==> src/rtl/bit_collector_pkg.sv <==
// Shared constants for the bit collector: default geometry and drop counter width.
package bit_collector_pkg;

    localparam int unsigned DEF_WORD_WIDTH = 8;
    localparam int unsigned DEF_FIFO_DEPTH = 4;
    localparam int unsigned DROP_CNT_WIDTH = 8;
    localparam logic [DROP_CNT_WIDTH-1:0] DROP_CNT_MAX = '1;

endpackage

==> src/rtl/sync_fifo.sv <==
// Synchronous first-word-fall-through FIFO; full/empty come from the occupancy count,
// so pointers may wrap freely. DEPTH must be a power of two.
module sync_fifo #(
    parameter int unsigned WIDTH = 8,
    parameter int unsigned DEPTH = 4,
    localparam int unsigned LW = $clog2(DEPTH + 1),
    localparam int unsigned PW = $clog2(DEPTH)
) (
    input  logic             clk,
    input  logic             reset,
    input  logic             push,
    input  logic             pop,
    input  logic [WIDTH-1:0] wdata,
    output logic [WIDTH-1:0] rdata,
    output logic             full,
    output logic             empty,
    output logic [LW-1:0]    level
);

    logic [WIDTH-1:0] mem [DEPTH];
    logic [PW-1:0]    wptr;
    logic [PW-1:0]    rptr;
    logic [LW-1:0]    cnt;
    logic             do_push;
    logic             do_pop;

    assign full    = (cnt == LW'(DEPTH));
    assign empty   = (cnt == '0);
    assign do_pop  = pop && !empty;
    // A full FIFO still accepts a write when a read frees the head in the same cycle.
    assign do_push = push && (!full || do_pop);
    assign rdata   = mem[rptr];
    assign level   = cnt;

    always_ff @(posedge clk) begin
        if (do_push) begin
            mem[wptr] <= wdata;
        end
    end

    always_ff @(posedge clk) begin
        if (reset) begin
            wptr <= '0;
            rptr <= '0;
            cnt  <= '0;
        end else begin
            if (do_push) begin
                wptr <= wptr + 1'b1;
            end
            if (do_pop) begin
                rptr <= rptr + 1'b1;
            end
            if (do_push && !do_pop) begin
                cnt <= cnt + 1'b1;
            end else if (do_pop && !do_push) begin
                cnt <= cnt - 1'b1;
            end
        end
    end

endmodule

==> src/rtl/bit_collector.sv <==
// Packs an LSB-first serial bit stream into words and buffers them for a ready/valid consumer.
// Define BIT_COLLECTOR_DROP_CNT_EN to add the saturating drop_count output.
module bit_collector
    import bit_collector_pkg::*;
#(
    parameter int unsigned WORD_WIDTH = DEF_WORD_WIDTH,
    parameter int unsigned FIFO_DEPTH = DEF_FIFO_DEPTH,
    localparam int unsigned LW = $clog2(FIFO_DEPTH + 1),
    localparam int unsigned BW = $clog2(WORD_WIDTH)
) (
    input  logic                  clk,
    input  logic                  reset,
    input  logic                  valid_bit,
    input  logic                  output_bit,
    input  logic                  flush,
    output logic [WORD_WIDTH-1:0] word_data,
    output logic                  word_valid,
    input  logic                  word_ready,
    output logic                  overflow,
    input  logic                  clear_overflow,
    output logic [LW-1:0]         level
`ifdef BIT_COLLECTOR_DROP_CNT_EN
    ,
    output logic [DROP_CNT_WIDTH-1:0] drop_count
`endif
);

    logic [WORD_WIDTH-1:0] sr;
    logic [WORD_WIDTH-1:0] word_next;
    logic [WORD_WIDTH-1:0] head;
    logic [BW-1:0]         bcnt;
    logic                  word_done;
    logic                  fifo_full;
    logic                  fifo_empty;
    logic                  pop;
    logic                  push;
    logic                  drop;

    assign word_next  = {output_bit, sr[WORD_WIDTH-1:1]};
    assign word_done  = valid_bit && !flush && (bcnt == BW'(WORD_WIDTH - 1));
    assign word_valid = !fifo_empty;
    assign word_data  = word_valid ? head : '0;
    assign pop        = word_valid && word_ready;
    assign push       = word_done && (!fifo_full || pop);
    assign drop       = word_done && fifo_full && !pop;

    always_ff @(posedge clk) begin
        if (reset || flush) begin
            sr   <= '0;
            bcnt <= '0;
        end else if (valid_bit) begin
            sr   <= word_next;
            bcnt <= word_done ? '0 : bcnt + 1'b1;
        end
    end

    // A drop wins over a coincident clear so no loss goes unreported.
    always_ff @(posedge clk) begin
        if (reset) begin
            overflow <= 1'b0;
        end else if (drop) begin
            overflow <= 1'b1;
        end else if (clear_overflow) begin
            overflow <= 1'b0;
        end
    end

`ifdef BIT_COLLECTOR_DROP_CNT_EN
    always_ff @(posedge clk) begin
        if (reset) begin
            drop_count <= '0;
        end else if (clear_overflow) begin
            drop_count <= drop ? DROP_CNT_WIDTH'(1) : '0;
        end else if (drop && (drop_count != DROP_CNT_MAX)) begin
            drop_count <= drop_count + 1'b1;
        end
    end
`endif

    sync_fifo #(
        .WIDTH(WORD_WIDTH),
        .DEPTH(FIFO_DEPTH)
    ) u_fifo (
        .clk  (clk),
        .reset(reset),
        .push (push),
        .pop  (pop),
        .wdata(word_next),
        .rdata(head),
        .full (fifo_full),
        .empty(fifo_empty),
        .level(level)
    );

endmodule
==> config.mk <==
export PLATFORM = sky130hd
export DESIGN_NAME = bit_collector
export DESIGN_NICKNAME = d
export VERILOG_FILES = /design/src/rtl/bit_collector_pkg.sv /design/src/rtl/sync_fifo.sv /design/src/rtl/bit_collector.sv
export SDC_FILE = /design/constraint.sdc
export NUM_CORES = 1
export LEC_CHECK = 0
export BUFFER_PORTS_ARGS = -buffer_cell sky130_fd_sc_hd__buf_2
export CORE_MARGIN = 4
export CORE_UTILIZATION = 55
export DETAILED_ROUTE_END_ITERATION = 16
export GPL_TIMING_DRIVEN = 0
export MAX_ROUTING_LAYER = met4
export PLACE_DENSITY = 0.84
export SLEW_MARGIN = 5
export SYNTH_ARGS = -nofsm -noshare
export SYNTH_HDL_FRONTEND = slang
export SYNTH_SLANG_ARGS = --single-unit
==> constraint.sdc <==
create_clock -name clk -period 3.35 [get_ports clk]
set_input_delay 0.67 -clock clk [delete_from_list [all_inputs] [get_ports clk]]
set_output_delay 0.67 -clock clk [all_outputs]
set_load 0.01 [all_outputs]
Yosys cells after proc, flatten, opt, wreduce, memory -nomap -nowiden
Memories as Yosys holds them, arrays and structs flattened. A register that Yosys moved wholly into a read port is not among the register bits.
Index checks and enable logic that the tools add are counted.
Cells by class
  eq/ne operators: 2
  reduce and logical (&&, ||, !) cells: 22
  mux-type cells: 10
  add/subtract/negate cells: 5
Operators with widths (number)
  $logic_and 1x1->1: 10
  $mux 3: 3
  $mux 8: 1
  $add 3x1->3 const B: 2
  $eq 3x3->1 const B: 2
  $logic_not 1->1: 6
  $add 2x1->2 const B: 2
  $mux 1: 4
  $mux 2: 2
  $reduce_bool 2->1: 2
  $logic_not 3->1: 1
  $logic_or 1x1->1: 3
  $sub 3x1->3 const B: 1
Word-level totals
  register bits: 19
  memories kept: 1
  bits in writable memories: 32
  word-level logic and storage cells: 46
  input bits: 7
  output and inout port bits: 13
Memories
  u_fifo.mem: depth 4, width 8, read ports 1, clocked after memory_dff 1, wr ports 1, RTL line sync_fifo.sv:20  | logic [WIDTH-1:0] mem [DEPTH];

Longest topological paths before layout
  word-level depth: 10
  depth in mapped cells: 10

Cells and area by module
From an unflattened synthesis, not the netlist that was laid out.
Unflattened totals
  cells, all modules: 141
  area, all modules: 2189.6 um^2
Modules (own cells, without submodules)
  sync_fifo: times used 1, area each 1632.8 um^2, seq. area each 1141.1 um^2, cells an instance 90
  bit_collector: times used 1, area each 556.8 um^2, seq. area each 220.2 um^2, cells an instance 51

Least setup slack after synthesis
No wires, ideal clock.
  kind: input-to-reg
  start: input word_ready
  end: register u_fifo.cnt[2], in the netlist u_fifo.level[2]
  arrival: 2.296 ns
  setup time: 0.070 ns
  buffers on the path: 1
  cell stages on the path: 9
  setup slack: 0.983 ns
  path through: nor4b_4 -> nor4bb_2 -> buf_6 -> ha_1 -> inv_1 -> fa_1 -> xor2_1 -> or3_1 -> a21oi_1
Between the ends
  cells in the longest elaborated chain, start to end: 7
  elaborated cells on any way between the ends: 12
  those cells by class: mux: 1; reduce/logical: 11
Ends and longest elaborated chain
  from (decl): RTL line bit_collector.sv:18  | input logic word_ready,
  $logic_and 1x1->1 (*): RTL line bit_collector.sv:43  | assign pop = word_valid && word_ready;
  $logic_or 1x1->1 / $logic_and 1x1->1 (equally long branches): RTL line bit_collector.sv:44, sync_fifo.sv:29
  $logic_and 1x1->1 / $logic_or 1x1->1 (equally long branches): RTL line bit_collector.sv:44, sync_fifo.sv:31
  $logic_and 1x1->1 (*): RTL line sync_fifo.sv:31  | assign do_push = push && (!full || do_pop);
  net u_fifo.do_push: RTL line sync_fifo.sv:24  | logic do_push;
  $logic_not 1->1: RTL line sync_fifo.sv:55  | end else if (do_pop && !do_push) begin
  $logic_and 1x1->1: RTL line sync_fifo.sv:55
  $reduce_bool 2->1 (no line)
  to (signal assigned): RTL line sync_fifo.sv:54  | cnt <= cnt + 1'b1;
  to (signal assigned): RTL line sync_fifo.sv:56  | cnt <= cnt - 1'b1;
  to (decl): RTL line sync_fifo.sv:23  | logic [LW-1:0] cnt;
The timed path passes the listed nets; every way through them passes the cells marked *.
A chain may end at the register's enable or synchronous reset.

Final worst setup path
  start: register bcnt[0]
  end: register u_fifo.cnt[2], in the netlist u_fifo.level[2]
Between the ends
  cells in the longest elaborated chain, start to end: 7
  elaborated cells on any way between the ends: 9
  those cells by class: eq/ne: 1; mux: 1; reduce/logical: 7
Ends and longest elaborated chain
  from (decl): RTL line bit_collector.sv:31  | logic [BW-1:0] bcnt;
  from (signal assigned): RTL line bit_collector.sv:53  | bcnt <= word_done ? '0 : bcnt + 1'b1;
  $eq 3x3->1 (*): RTL line bit_collector.sv:40  | assign word_done = valid_bit && !flush && (bcnt == BW'(WORD_WIDTH - 1));
  $logic_and 1x1->1 (*): RTL line bit_collector.sv:40
  $logic_and 1x1->1 (*): RTL line bit_collector.sv:44  | assign push = word_done && (!fifo_full || pop);
  $logic_and 1x1->1 (*): RTL line sync_fifo.sv:31
  net u_fifo.do_push: RTL line sync_fifo.sv:24
  $logic_not 1->1: RTL line sync_fifo.sv:55
  $logic_and 1x1->1: RTL line sync_fifo.sv:55
  $reduce_bool 2->1 (no line)
Marked as above.

==> key figures <==
Floorplanning
  – Die Area: around 5000 um2
  – Row count: 22
  – Height of the chip: 70.4 um
  – Top-Level Pins: 20
  – Die W: 70.4 um
  – Core Region: 3720 um2
  – Initial Utilization: 57.6%

Pwr
  – Power density cells: slightly above 500 nW/um2
  – Max IR drop VDD: approximately 0.33 mV
  – Leak: 0.000930 uW

STA
  – Post-layout min period: 2600 ps
  – Final TNS setup: 0 ps
  – Clock Skew: roughly 6.8 ps
  – Hold Slack: 478 ps
  – Period utilization: between 70 and 80%
  – Final Max Tran Viols: 0
  – RSZ-0062 raised after global routing: no
  – Pin slew with the least headroom to its limit: 474 ps
  – Final Hold Viols: 0
  – Setup violators final: 0
  – Worst slew margin: 68.4%
  – Peak Freq: 384 MHz

Synthesis
  – Post-synthesis instance total: ~140
  – Mapped Area: approximately 2100 um2
  – Post-synthesis register bit count: 52
  – Cell accounting for the most synthesized area: edfxtp_1
  – Seq/Total Area, Yosys: 63.6%
  – Synth warnings: 0
  – Largest family of logic cells by synthesized area: multiplexers
  – Main area contributors after synthesis: edfxtp_1, dfxtp_1, mux4_2, mux2i_1, ha_1
  – Syn nets: 159
  – Synth Area per Inst: 14.9 um2
  – Synth Area in Adders: under 10%
  – Share of the synthesized area in the top cell type: 44.9%
  – Post-Synth XOR/XNOR Area: 1.23%
  – Mux share of post-synthesis cell area: 13.8%
  – Synth cell types: 26
  – Synth Area in Compound Gates: 1.99%
  – Simple-Gate Fraction of Synth Area: 12.0%

Place
  – IO Port Bufs: 19
  – Cell count after placement: 211
  – Gpl congestion: 0.694
  – Placed Instance Area: roughly 2300 um2
  – DP Wirelength: 2570 um

GRT
  – Largest net degree at the start of global routing: 17
  – Global route hottest layer: met2
  – GR Layer Usage met3: 3.74%
  – GRT Resource Usage Total: 16.0%
  – First-pass GRT wire length: 6070 um
  – Grt ovf: 0
  – Met1 Use GR: 18.9%
  – Met2 Use GR: 28.4%
  – Vias in the first global route: 1291
  – Initial antenna violation count: 0

Worst setup path
  – Nature of the critical path startpoint: flop
  – Crit path cell chain: ha_1, ha_1, nor4bb_2, buf_6, ha_1, inv_1, fa_1, xor2_1, or3_1, a21oi_1
  – Worst-path fanout max: 7
  – CP Data Required Time: 3570 ps
  – Arr. time, crit path: 2830 ps
  – Crit-path most repeated cell: ha_1
  – CP Class: flop to flop
  – Largest stage delay, worst path: 380 ps
  – Slowest-stage cell, CP: fa_1
  – Register-to-Register Setup Slack: 750 ps
  – WP buf/inv: 2
  – CP top delay family: adder cells
  – CP Capture Type: flop

Cells and area
  – Final Util: 64.8%
  – Area delta synth->final: 12.4%
  – Share of layout cells above drive strength 1: 26.9%
  – Commonest non-fill, non-tap cell in the layout: edfxtp_1
  – Non-Filler Instances: 219
  – N_diodes: 0
  – FILL cells: 284
  – Commonest non-fill, non-tap cells in the layout: edfxtp_1, buf_2, dfxtp_1
  – Final net count: roughly 190
  – Design area: 2410 um2

CTS
  – Sink Count: 52
  – Cts bufs inserted: 5
  – Clock tree buffer depth: 2
  – Hold buffers post-CTS: 0
  – Clock Latency Late Sink: 290 ps
  – CTS tree: yes
  – Post-CTS sizing: 0
  – H-tree depth: 2
  – Worst-path clk slew: approximately 90 ps
  – Root Buffer: clkbuf_8
  – Setup bufs post-CTS: 0

Run
  – Max cap viols: 0

Route
  – Post-DR wirelength/cell: roughly 16 um
  – Post-Route WL: 3460 um
  – Vias per Instance: 5.40
  – First-iteration detailed-routing DRC count: 76
  – Post-route ant nets: 0
  – DR vias: about 1200
  – DR pass1 iterations: 4
  – Drt drc: 0

Hold path
  – Worst hold-check path type: flop to flop

Outcome
  – Status: finished, final reports clean
==> logic make-up (layout without fill, tap and decap cells) <==
group | count (synthesis) | in the layout
mux | 19 | 19
compound gates | 8 | 8
simple gates | 43 | 43
xor+xnor | 3 | 3
fa+ha+maj | 8 | 8
flops | 52 | 52
buf+inv | 11 | 38
==> area by class of cell <==
class	instances	area (um2)	share of cell area (%)
timing repair buffer	19	95.1	3.95
clock inverter	3	42.5	1.77
multi-input combinational	81	729	30.3
buffer	7	36.3	1.51
inverter	4	15.0	0.623
clock buffer	5	68.8	2.86
tap	48	60.1	2.49
sequential	52	1360	56.5
==> worst min-delay path: cells and delay by family (launching register included) <==
family             cells  cell delay (ps)
and+or+nand+nor        1               60
DFF                    1              320
AOI/OAI and AO/OA      1               50
==> power by group <==
part           leakage [uW]  switching (uW)  total (uW)  internal, uW
sequential         0.000482            10.6         691           680
clock             0.0000541             190         411           221
combinational      0.000394            66.8         119          52.0
total              0.000930             268        1220           953
==> stage by stage <==
stage | power [uW] | worst slack [ps]
2_1_floorplan | 784 | 983
3_3_place_gp | 820 | 794
4_1_cts | 1230 | 745
5_1_grt | 1280 | 481
3_5_place_dp | 827 | 665
6_report | 1220 | 748
==> worst paths after layout <==
path	depth (start not counted)	endpoint	startpoint
setup reg to reg	10	u_fifo.level[2]$_SDFFE_PP0P_	bcnt[0]$_SDFFE_PP0P_
hold reg to reg	2	overflow$_SDFFE_PP0P_	overflow$_SDFFE_PP0P_
hold / removal	2	overflow$_SDFFE_PP0P_	overflow$_SDFFE_PP0P_
setup / recovery	10	u_fifo.level[2]$_SDFFE_PP0P_	bcnt[0]$_SDFFE_PP0P_
==> sequential cells by signal, indices dropped and copies added, names as in the netlist, named ones only <==
name          cells
overflow          1
u_fifo.mem       32
sr                7
u_fifo.rptr       2
u_fifo.level      3
u_fifo.wptr       2
bcnt              3
==> cells in the mapped netlist, drive strengths merged <==
cell type / instances
nor2b: 11
o31ai: 1
nand2: 1
edfxtp: 32
o21ai: 2
nand4b: 1
inv: 4
nor2: 17
fa: 1
dfxtp: 20
a21oi: 5
nand2b: 3
or3: 2
clkbuf: 4
mux4: 8
or2: 1
and2: 4
mux2i: 10
ha: 7
xor2: 3
buf: 3
nor4bb: 1
mux2: 1
nor3: 1
nor4b: 1
==> layer usage <==
metal / part of all wire [%] / vias up
li1: - / 567
met1: 40 / 586
met2: 55 / 28
met3: 4.4 / 2
met4: 0.49 / 0
met5: 0 / -
No activity file was read; power rests on OpenSTA's default activity.
